===== src/rtl/pifo_lane_sequencer.sv =====
// pifo_lane_sequencer
// Initiator-side sequencer for one PIFO lane. Commands (push/pop) enter a
// small FIFO, an issue FSM turns the head command into a one-cycle strobe
// when the lane can take it, and pop results are captured a fixed POP_LAT
// cycles later into a first-word fall-through response FIFO.
// Pops are only issued when the response FIFO is sure to have room for the
// result (credits = RSP_DEPTH - rsp_count - inflight_pops), so capture never
// has to stall.
// Optional build macro: PIFO_LANE_SEQ_STATS_EN adds saturating push, pop and
// stall counters on extra output ports.

module pifo_lane_sequencer #(
  parameter int PTW           = 16,
  parameter int TREE_NUM      = 8,
  parameter int TREE_NUM_BITS = $clog2(TREE_NUM),
  parameter int POP_LAT       = 2,
  parameter int CMD_DEPTH     = 4,
  parameter int RSP_DEPTH     = 4
) (
  input  logic                     i_clk,
  input  logic                     i_rst,
  input  logic                     i_cmd_valid,
  output logic                     o_cmd_ready,
  input  logic                     i_cmd_op,
  input  logic [TREE_NUM_BITS-1:0] i_cmd_tree_id,
  input  logic [PTW-1:0]           i_cmd_data,
  output logic                     o_push,
  output logic                     o_pop,
  output logic [PTW-1:0]           o_push_data,
  output logic [TREE_NUM_BITS-1:0] o_tree_id,
  input  logic                     i_task_fifo_full,
  input  logic [PTW-1:0]           i_pop_data,
  output logic                     o_rsp_valid,
  input  logic                     i_rsp_ready,
  output logic [PTW-1:0]           o_rsp_data,
  output logic [TREE_NUM_BITS-1:0] o_rsp_tree_id,
  output logic                     o_busy
`ifdef PIFO_LANE_SEQ_STATS_EN
  ,
  output logic [31:0]              o_stat_push_cnt,
  output logic [31:0]              o_stat_pop_cnt,
  output logic [31:0]              o_stat_stall_cnt
`endif
);

  localparam int CPW = $clog2(CMD_DEPTH);
  localparam int CCW = CPW + 1;
  localparam int RPW = $clog2(RSP_DEPTH);
  localparam int RCW = RPW + 1;

  typedef enum logic [1:0] {
    IDLE  = 2'd0,
    ISSUE = 2'd1,
    STALL = 2'd2
  } state_t;

  state_t state_reg;

  // ---------------------------------------------------------------------
  // Command FIFO
  // ---------------------------------------------------------------------
  logic                     cmd_op_mem   [CMD_DEPTH];
  logic [TREE_NUM_BITS-1:0] cmd_tree_mem [CMD_DEPTH];
  logic [PTW-1:0]           cmd_data_mem [CMD_DEPTH];
  logic [CPW-1:0]           cmd_wr_ptr_reg;
  logic [CPW-1:0]           cmd_rd_ptr_reg;
  logic [CCW-1:0]           cmd_count_reg;

  logic                     cmd_wr;
  logic                     cmd_rd;
  logic                     cmd_nonempty;
  logic                     head_op;
  logic [TREE_NUM_BITS-1:0] head_tree;
  logic [PTW-1:0]           head_data;

  // Ready comes straight from the registered occupancy, never from i_cmd_valid.
  assign o_cmd_ready  = (cmd_count_reg != CCW'(CMD_DEPTH));
  assign cmd_wr       = i_cmd_valid & o_cmd_ready;
  assign cmd_nonempty = (cmd_count_reg != '0);
  assign head_op      = cmd_op_mem[cmd_rd_ptr_reg];
  assign head_tree    = cmd_tree_mem[cmd_rd_ptr_reg];
  assign head_data    = cmd_data_mem[cmd_rd_ptr_reg];

  // Command storage; no reset so the arrays stay plain memories.
  always_ff @(posedge i_clk) begin
    if (cmd_wr) begin
      cmd_op_mem[cmd_wr_ptr_reg]   <= i_cmd_op;
      cmd_tree_mem[cmd_wr_ptr_reg] <= i_cmd_tree_id;
      cmd_data_mem[cmd_wr_ptr_reg] <= i_cmd_data;
    end
  end

  // Command FIFO pointers and occupancy.
  always_ff @(posedge i_clk) begin
    if (i_rst) begin
      cmd_wr_ptr_reg <= '0;
      cmd_rd_ptr_reg <= '0;
      cmd_count_reg  <= '0;
    end else begin
      if (cmd_wr) cmd_wr_ptr_reg <= cmd_wr_ptr_reg + CPW'(1);
      if (cmd_rd) cmd_rd_ptr_reg <= cmd_rd_ptr_reg + CPW'(1);
      case ({cmd_wr, cmd_rd})
        2'b10:   cmd_count_reg <= cmd_count_reg + CCW'(1);
        2'b01:   cmd_count_reg <= cmd_count_reg - CCW'(1);
        default: cmd_count_reg <= cmd_count_reg;
      endcase
    end
  end

  // ---------------------------------------------------------------------
  // Credit accounting
  // ---------------------------------------------------------------------
  logic [RCW-1:0] inflight_reg;
  logic [RCW-1:0] rsp_count_reg;
  logic [RCW:0]   credit_used;
  logic           pop_ok;
  logic           head_eligible;
  logic           issue_fire;
  logic           pop_fire;
  logic           cap_valid;

  assign credit_used   = {1'b0, rsp_count_reg} + {1'b0, inflight_reg};
  assign pop_ok        = (credit_used < (RCW+1)'(RSP_DEPTH));
  assign head_eligible = head_op ? pop_ok : !i_task_fifo_full;
  assign issue_fire    = ((state_reg == ISSUE) || (state_reg == STALL)) &&
                         cmd_nonempty && head_eligible;
  assign pop_fire      = issue_fire & head_op;
  assign cmd_rd        = issue_fire;

  // Pops issued but not yet captured; up on issue, down on capture.
  always_ff @(posedge i_clk) begin
    if (i_rst) begin
      inflight_reg <= '0;
    end else begin
      case ({pop_fire, cap_valid})
        2'b10:   inflight_reg <= inflight_reg + RCW'(1);
        2'b01:   inflight_reg <= inflight_reg - RCW'(1);
        default: inflight_reg <= inflight_reg;
      endcase
    end
  end

  // ---------------------------------------------------------------------
  // Issue FSM with registered strobes
  // ---------------------------------------------------------------------
  // STALL issues directly on the first eligible cycle so a push goes out as
  // soon as the lane backpressure drops.
  always_ff @(posedge i_clk) begin
    if (i_rst) begin
      state_reg   <= IDLE;
      o_push      <= 1'b0;
      o_pop       <= 1'b0;
      o_push_data <= '0;
      o_tree_id   <= '0;
    end else begin
      o_push      <= 1'b0;
      o_pop       <= 1'b0;
      o_push_data <= '0;
      case (state_reg)
        IDLE: begin
          if (cmd_nonempty) state_reg <= ISSUE;
        end
        ISSUE, STALL: begin
          if (issue_fire) begin
            o_push      <= !head_op;
            o_pop       <= head_op;
            o_push_data <= head_op ? '0 : head_data;
            o_tree_id   <= head_tree;
            if ((cmd_count_reg > CCW'(1)) || cmd_wr) state_reg <= ISSUE;
            else                                     state_reg <= IDLE;
          end else begin
            state_reg <= STALL;
          end
        end
        default: state_reg <= IDLE;
      endcase
    end
  end

  // ---------------------------------------------------------------------
  // Pop pipeline: tracks which cycle the lane's pop data becomes valid
  // ---------------------------------------------------------------------
  for (genvar gi = 0; gi < POP_LAT; gi++) begin : g_stage
    logic                     stage_valid;
    logic [TREE_NUM_BITS-1:0] stage_tree;
    logic                     in_valid;
    logic [TREE_NUM_BITS-1:0] in_tree;

    if (gi == 0) begin : g_head
      assign in_valid = o_pop;
      assign in_tree  = o_tree_id;
    end else begin : g_tail
      assign in_valid = g_stage[gi-1].stage_valid;
      assign in_tree  = g_stage[gi-1].stage_tree;
    end

    // One pipeline stage; valid is cleared by reset so late data is dropped.
    always_ff @(posedge i_clk) begin
      if (i_rst) begin
        stage_valid <= 1'b0;
        stage_tree  <= '0;
      end else begin
        stage_valid <= in_valid;
        stage_tree  <= in_tree;
      end
    end
  end

  logic [TREE_NUM_BITS-1:0] cap_tree;
  assign cap_valid = g_stage[POP_LAT-1].stage_valid;
  assign cap_tree  = g_stage[POP_LAT-1].stage_tree;

  // ---------------------------------------------------------------------
  // Response FIFO (first-word fall-through)
  // ---------------------------------------------------------------------
  logic [PTW-1:0]           rsp_data_mem [RSP_DEPTH];
  logic [TREE_NUM_BITS-1:0] rsp_tree_mem [RSP_DEPTH];
  logic [RPW-1:0]           rsp_wr_ptr_reg;
  logic [RPW-1:0]           rsp_rd_ptr_reg;
  logic                     rsp_rd;

  assign o_rsp_valid   = (rsp_count_reg != '0);
  assign rsp_rd        = o_rsp_valid & i_rsp_ready;
  assign o_rsp_data    = rsp_data_mem[rsp_rd_ptr_reg];
  assign o_rsp_tree_id = rsp_tree_mem[rsp_rd_ptr_reg];

  // Response storage; the credit rule guarantees a free slot on capture.
  always_ff @(posedge i_clk) begin
    if (cap_valid) begin
      rsp_data_mem[rsp_wr_ptr_reg] <= i_pop_data;
      rsp_tree_mem[rsp_wr_ptr_reg] <= cap_tree;
    end
  end

  // Response FIFO pointers and occupancy.
  always_ff @(posedge i_clk) begin
    if (i_rst) begin
      rsp_wr_ptr_reg <= '0;
      rsp_rd_ptr_reg <= '0;
      rsp_count_reg  <= '0;
    end else begin
      if (cap_valid) rsp_wr_ptr_reg <= rsp_wr_ptr_reg + RPW'(1);
      if (rsp_rd)    rsp_rd_ptr_reg <= rsp_rd_ptr_reg + RPW'(1);
      case ({cap_valid, rsp_rd})
        2'b10:   rsp_count_reg <= rsp_count_reg + RCW'(1);
        2'b01:   rsp_count_reg <= rsp_count_reg - RCW'(1);
        default: rsp_count_reg <= rsp_count_reg;
      endcase
    end
  end

  assign o_busy = cmd_nonempty || (inflight_reg != '0) || (rsp_count_reg != '0);

`ifdef PIFO_LANE_SEQ_STATS_EN
  // Saturating activity counters.
  always_ff @(posedge i_clk) begin
    if (i_rst) begin
      o_stat_push_cnt  <= '0;
      o_stat_pop_cnt   <= '0;
      o_stat_stall_cnt <= '0;
    end else begin
      if (o_push && (o_stat_push_cnt != '1))
        o_stat_push_cnt <= o_stat_push_cnt + 32'd1;
      if (o_pop && (o_stat_pop_cnt != '1))
        o_stat_pop_cnt <= o_stat_pop_cnt + 32'd1;
      if ((state_reg == STALL) && (o_stat_stall_cnt != '1))
        o_stat_stall_cnt <= o_stat_stall_cnt + 32'd1;
    end
  end
`else
`endif

endmodule


===== config.mk =====
export PLATFORM = sky130hd
export DESIGN_NAME = pifo_lane_sequencer
export DESIGN_NICKNAME = d
export VERILOG_FILES = /design/src/rtl/pifo_lane_sequencer.sv
export SDC_FILE = /design/constraint.sdc
export NUM_CORES = 1
export LEC_CHECK = 0
export ABC_CLOCK_PERIOD_IN_PS = 5300
export CORE_MARGIN = 8
export CORE_UTILIZATION = 45
export CTS_CLUSTER_DIAMETER = 80
export DETAILED_ROUTE_END_ITERATION = 7
export PLACE_DENSITY = 0.66
export SYNTH_ARGS = -nofsm -noshare
export SYNTH_HDL_FRONTEND = slang
export SYNTH_SLANG_ARGS = --single-unit

===== constraint.sdc =====
create_clock -name i_clk -period 5.3 [get_ports i_clk]
set_input_delay 0.53 -clock i_clk [delete_from_list [all_inputs] [get_ports i_clk]]
set_output_delay 0.53 -clock i_clk [all_outputs]
set_load 0.005 [all_outputs]

==> metrics.md <==
| Metric | Value |
|---|---|
| Max Transition Viols Final | `0` |
| Area taken by multi-input logic gates | `1950 um^2` |
| Die Span Y | `148 um` |
| RSZ-0062 raised after global routing | `false` |
| GPL Wtd Cong | `0.698` |
| Post-CTS sizing | `0` |
| Power density cells | `410 nW/um^2` |
| Clock Skews | `0.00771 ns` |
| Hold Fails Final Rpt | `0` |
| Final Cell Area | `9640 um^2` |
| Initial core utilization | `0.456` |
| Reg area | `5730 um^2` |
| Final net count | `573` |
| Largest regs | `cmd_data_mem x64, rsp_data_mem x64, o_push_data x16` |
| Vias in the first global route | `4114` |
| Relative slew slack | `0.304` |
| HPWL Detailed | `8310 um` |
| Post-Route WL | `13200 um` |
| Final period util | `0.539` |
| Mean Syn Cell Area | `18.9 um^2` |
| CTS max path bufs | `3` |
| Pin count of the biggest net entering global routing | `38` |
| First-pass GRT wire length | `21500 um` |
| Die width | `148 um` |
| WP data arrival | `2.33 ns` |
| Final setup TNS | `0 ns` |
| Port Buffers | `83` |
| Cts hold-fix bufs | `0` |
| Core Box Area | `17200 um^2` |
| MaxCap Viol Count | `0` |
| Initial antenna violation count | `0` |
| Post-CTS Setup Inserts | `0` |
| Critical Path Start Type | `flip-flop` |
| CTS tree | `done` |
| Status | `complete, no violations` |
| Type of the worst setup path | `reg2out` |
| Die area | `21900 um^2` |
| Clock sinks | `208` |
| Area added between synthesis and finish | `23.1%` |
| Clk slew on worst S/H paths | `0.06 ns` |
| # diodes | `0` |
| Ratio of cells with drive above 1 in the final layout | `0.175` |
| Worst-Skew Late Latency | `0.49 ns` |
| Synth unique cells | `41` |
| CTS H-tree lvls | `1` |
| Post-DRT Antenna Nets | `0` |
| Avg WL per Cell | `17.6 um` |
| GRT Resource Usage Total | `0.123` |
| Syn. warnings | `0` |
| Final setup viols | `0` |
| Syn_nets | `477` |
| Highest Clock Rate | `350 MHz` |
| GRT overflow | `0` |
| Number of flops mapped to enable cells by yosys | `156` |
| Synth Register Bits | `208` |
| Final worst slack | `2.44 ns` |
| Crit-path max FO | `19` |
| Worst-margin pin slew | `1.04 ns` |
| Final min period | `2.86 ns` |
| Critical path required time | `4.77 ns` |
| Critical path endpoint category | `primary output` |
| Post-synthesis async set-or-reset flop share | `0` |
| Post-Syn Area | `7830 um^2` |
| I/O pin count | `84` |
| Num CTS Buffers | `22` |
| Post-DP Area | `8880 um^2` |
| Worst min path class | `reg2reg` |
| Ys flop type | `edfxtp_1` |
| Dpl ws | `2.43 ns` |
| Routed vias | `3738` |
| Via/cell ratio | `4.97` |
| DRT iter0 DRCs | `211` |
| Maximum vdd drop | `0.292 mV` |
| Fill count | `1342` |
| DRT Pass-1 Iters | `6` |
| Number of cell rows | `48` |
| Clock Root Buffer | `clkbuf_16` |
| Sequential area share after synthesis | `0.731` |
| Mapped Cells | `415` |
| Leakage | `3.22 nW` |
| Detailed-route DRC error count | `0` |
[per-layer routing]
metal / routed length [um] / track usage
met2: 6460 / 0.207
met3: 716 / 0.0306
met4: 250 / 0.0382
met1: 5820 / 0.155
met5: 0 / 0
[synthesized netlist by cell type (6+ instances only)]
library cell | instances | area share
inv_1 | 19 | 0.0091
nor2b_4 | 9 | 0.016
mux4_2 | 39 | 0.11
a21oi_1 | 6 | 0.0038
edfxtp_1 | 156 | 0.60
nor2b_1 | 18 | 0.014
ha_1 | 19 | 0.030
nor2_1 | 22 | 0.011
xor2_1 | 7 | 0.0078
dfxtp_1 | 52 | 0.13
and2_1 | 9 | 0.0072
mux2_2 | 6 | 0.0086
[cell type report]
| class | count | share of cell area |
|---|---|---|
| clock inverter | 9 | 0.0126 |
| tap | 225 | 0.0292 |
| sequential | 208 | 0.594 |
| timing repair buffer | 86 | 0.0885 |
| clock buffer | 31 | 0.0659 |
| inverter | 19 | 0.00740 |
| multi-input combinational | 174 | 0.202 |
[logic make-up after synthesis]
family | after synthesis | share of synthesized area
flip-flops | 208 | 0.731
adder cells (fa/ha/maj) | 21 | 0.0355
XOR/XNOR | 10 | 0.0112
multiplexers | 47 | 0.123
AND/OR/NAND/NOR | 79 | 0.0642
AO/OA/AOI/OAI | 17 | 0.0149
buffers and inverters | 33 | 0.0198
[power by group]
group | internal (W) | total [W] | switching (W)
Clock | 0.000980 | 0.00156 | 0.000580
Sequential | 0.00185 | 0.00189 | 0.0000421
Combinational | 0.000268 | 0.000507 | 0.000239
Total | 0.00309 | 0.00396 | 0.000861
[final timing paths]
path / end / cells after the start / slack, ns / startpoint
max: o_rsp_tree_id[1] / 2 / 2.44 / flip-flop
min: cap_tree[2]$_SDFF_PP0_ / 1 / 0.45 / g_stage[0].stage_tree[2]$_SDFF_PP0_
min reg2reg: cap_tree[2]$_SDFF_PP0_ / 1 / 0.45 / g_stage[0].stage_tree[2]$_SDFF_PP0_
max reg2reg: inflight_reg[2]$_SDFFE_PP0P_ / 10 / 2.60 / flip-flop
[per-stage QoR]
step,util,power [W],hold WS (ns),instances
after floorplan,-,0.00226,0.414,415
after global placement,0.517,0.00242,0.418,712
after detailed placement,0.517,0.00244,0.434,712
after CTS,0.561,0.00401,0.452,752
after global routing,0.561,0.00412,0.465,752
final,0.561,0.00396,0.445,752
[cells in the final DEF, fill, tap and decap left out, drive strengths merged, types with 6 or more instances in the layout]
master / synthesis / routed
nor2b: 27 / 27
inv: 19 / 19
clkbuf: 5 / 31
mux4: 39 / 39
ha: 19 / 19
xor2: 7 / 7
nor2: 22 / 22
dfxtp: 52 / 52
a21oi: 7 / 7
edfxtp: 156 / 156
and2: 9 / 9
mux2: 6 / 6
clkdlybuf4s50: 0 / 83
[worst max-delay path, stage by stage, from the launching register on]
cell and delay [ns]:
dfxtp_1 0.93, mux4_2 0.44, clkdlybuf4s50_1 0.47
Power figures use the tool's default switching activity.
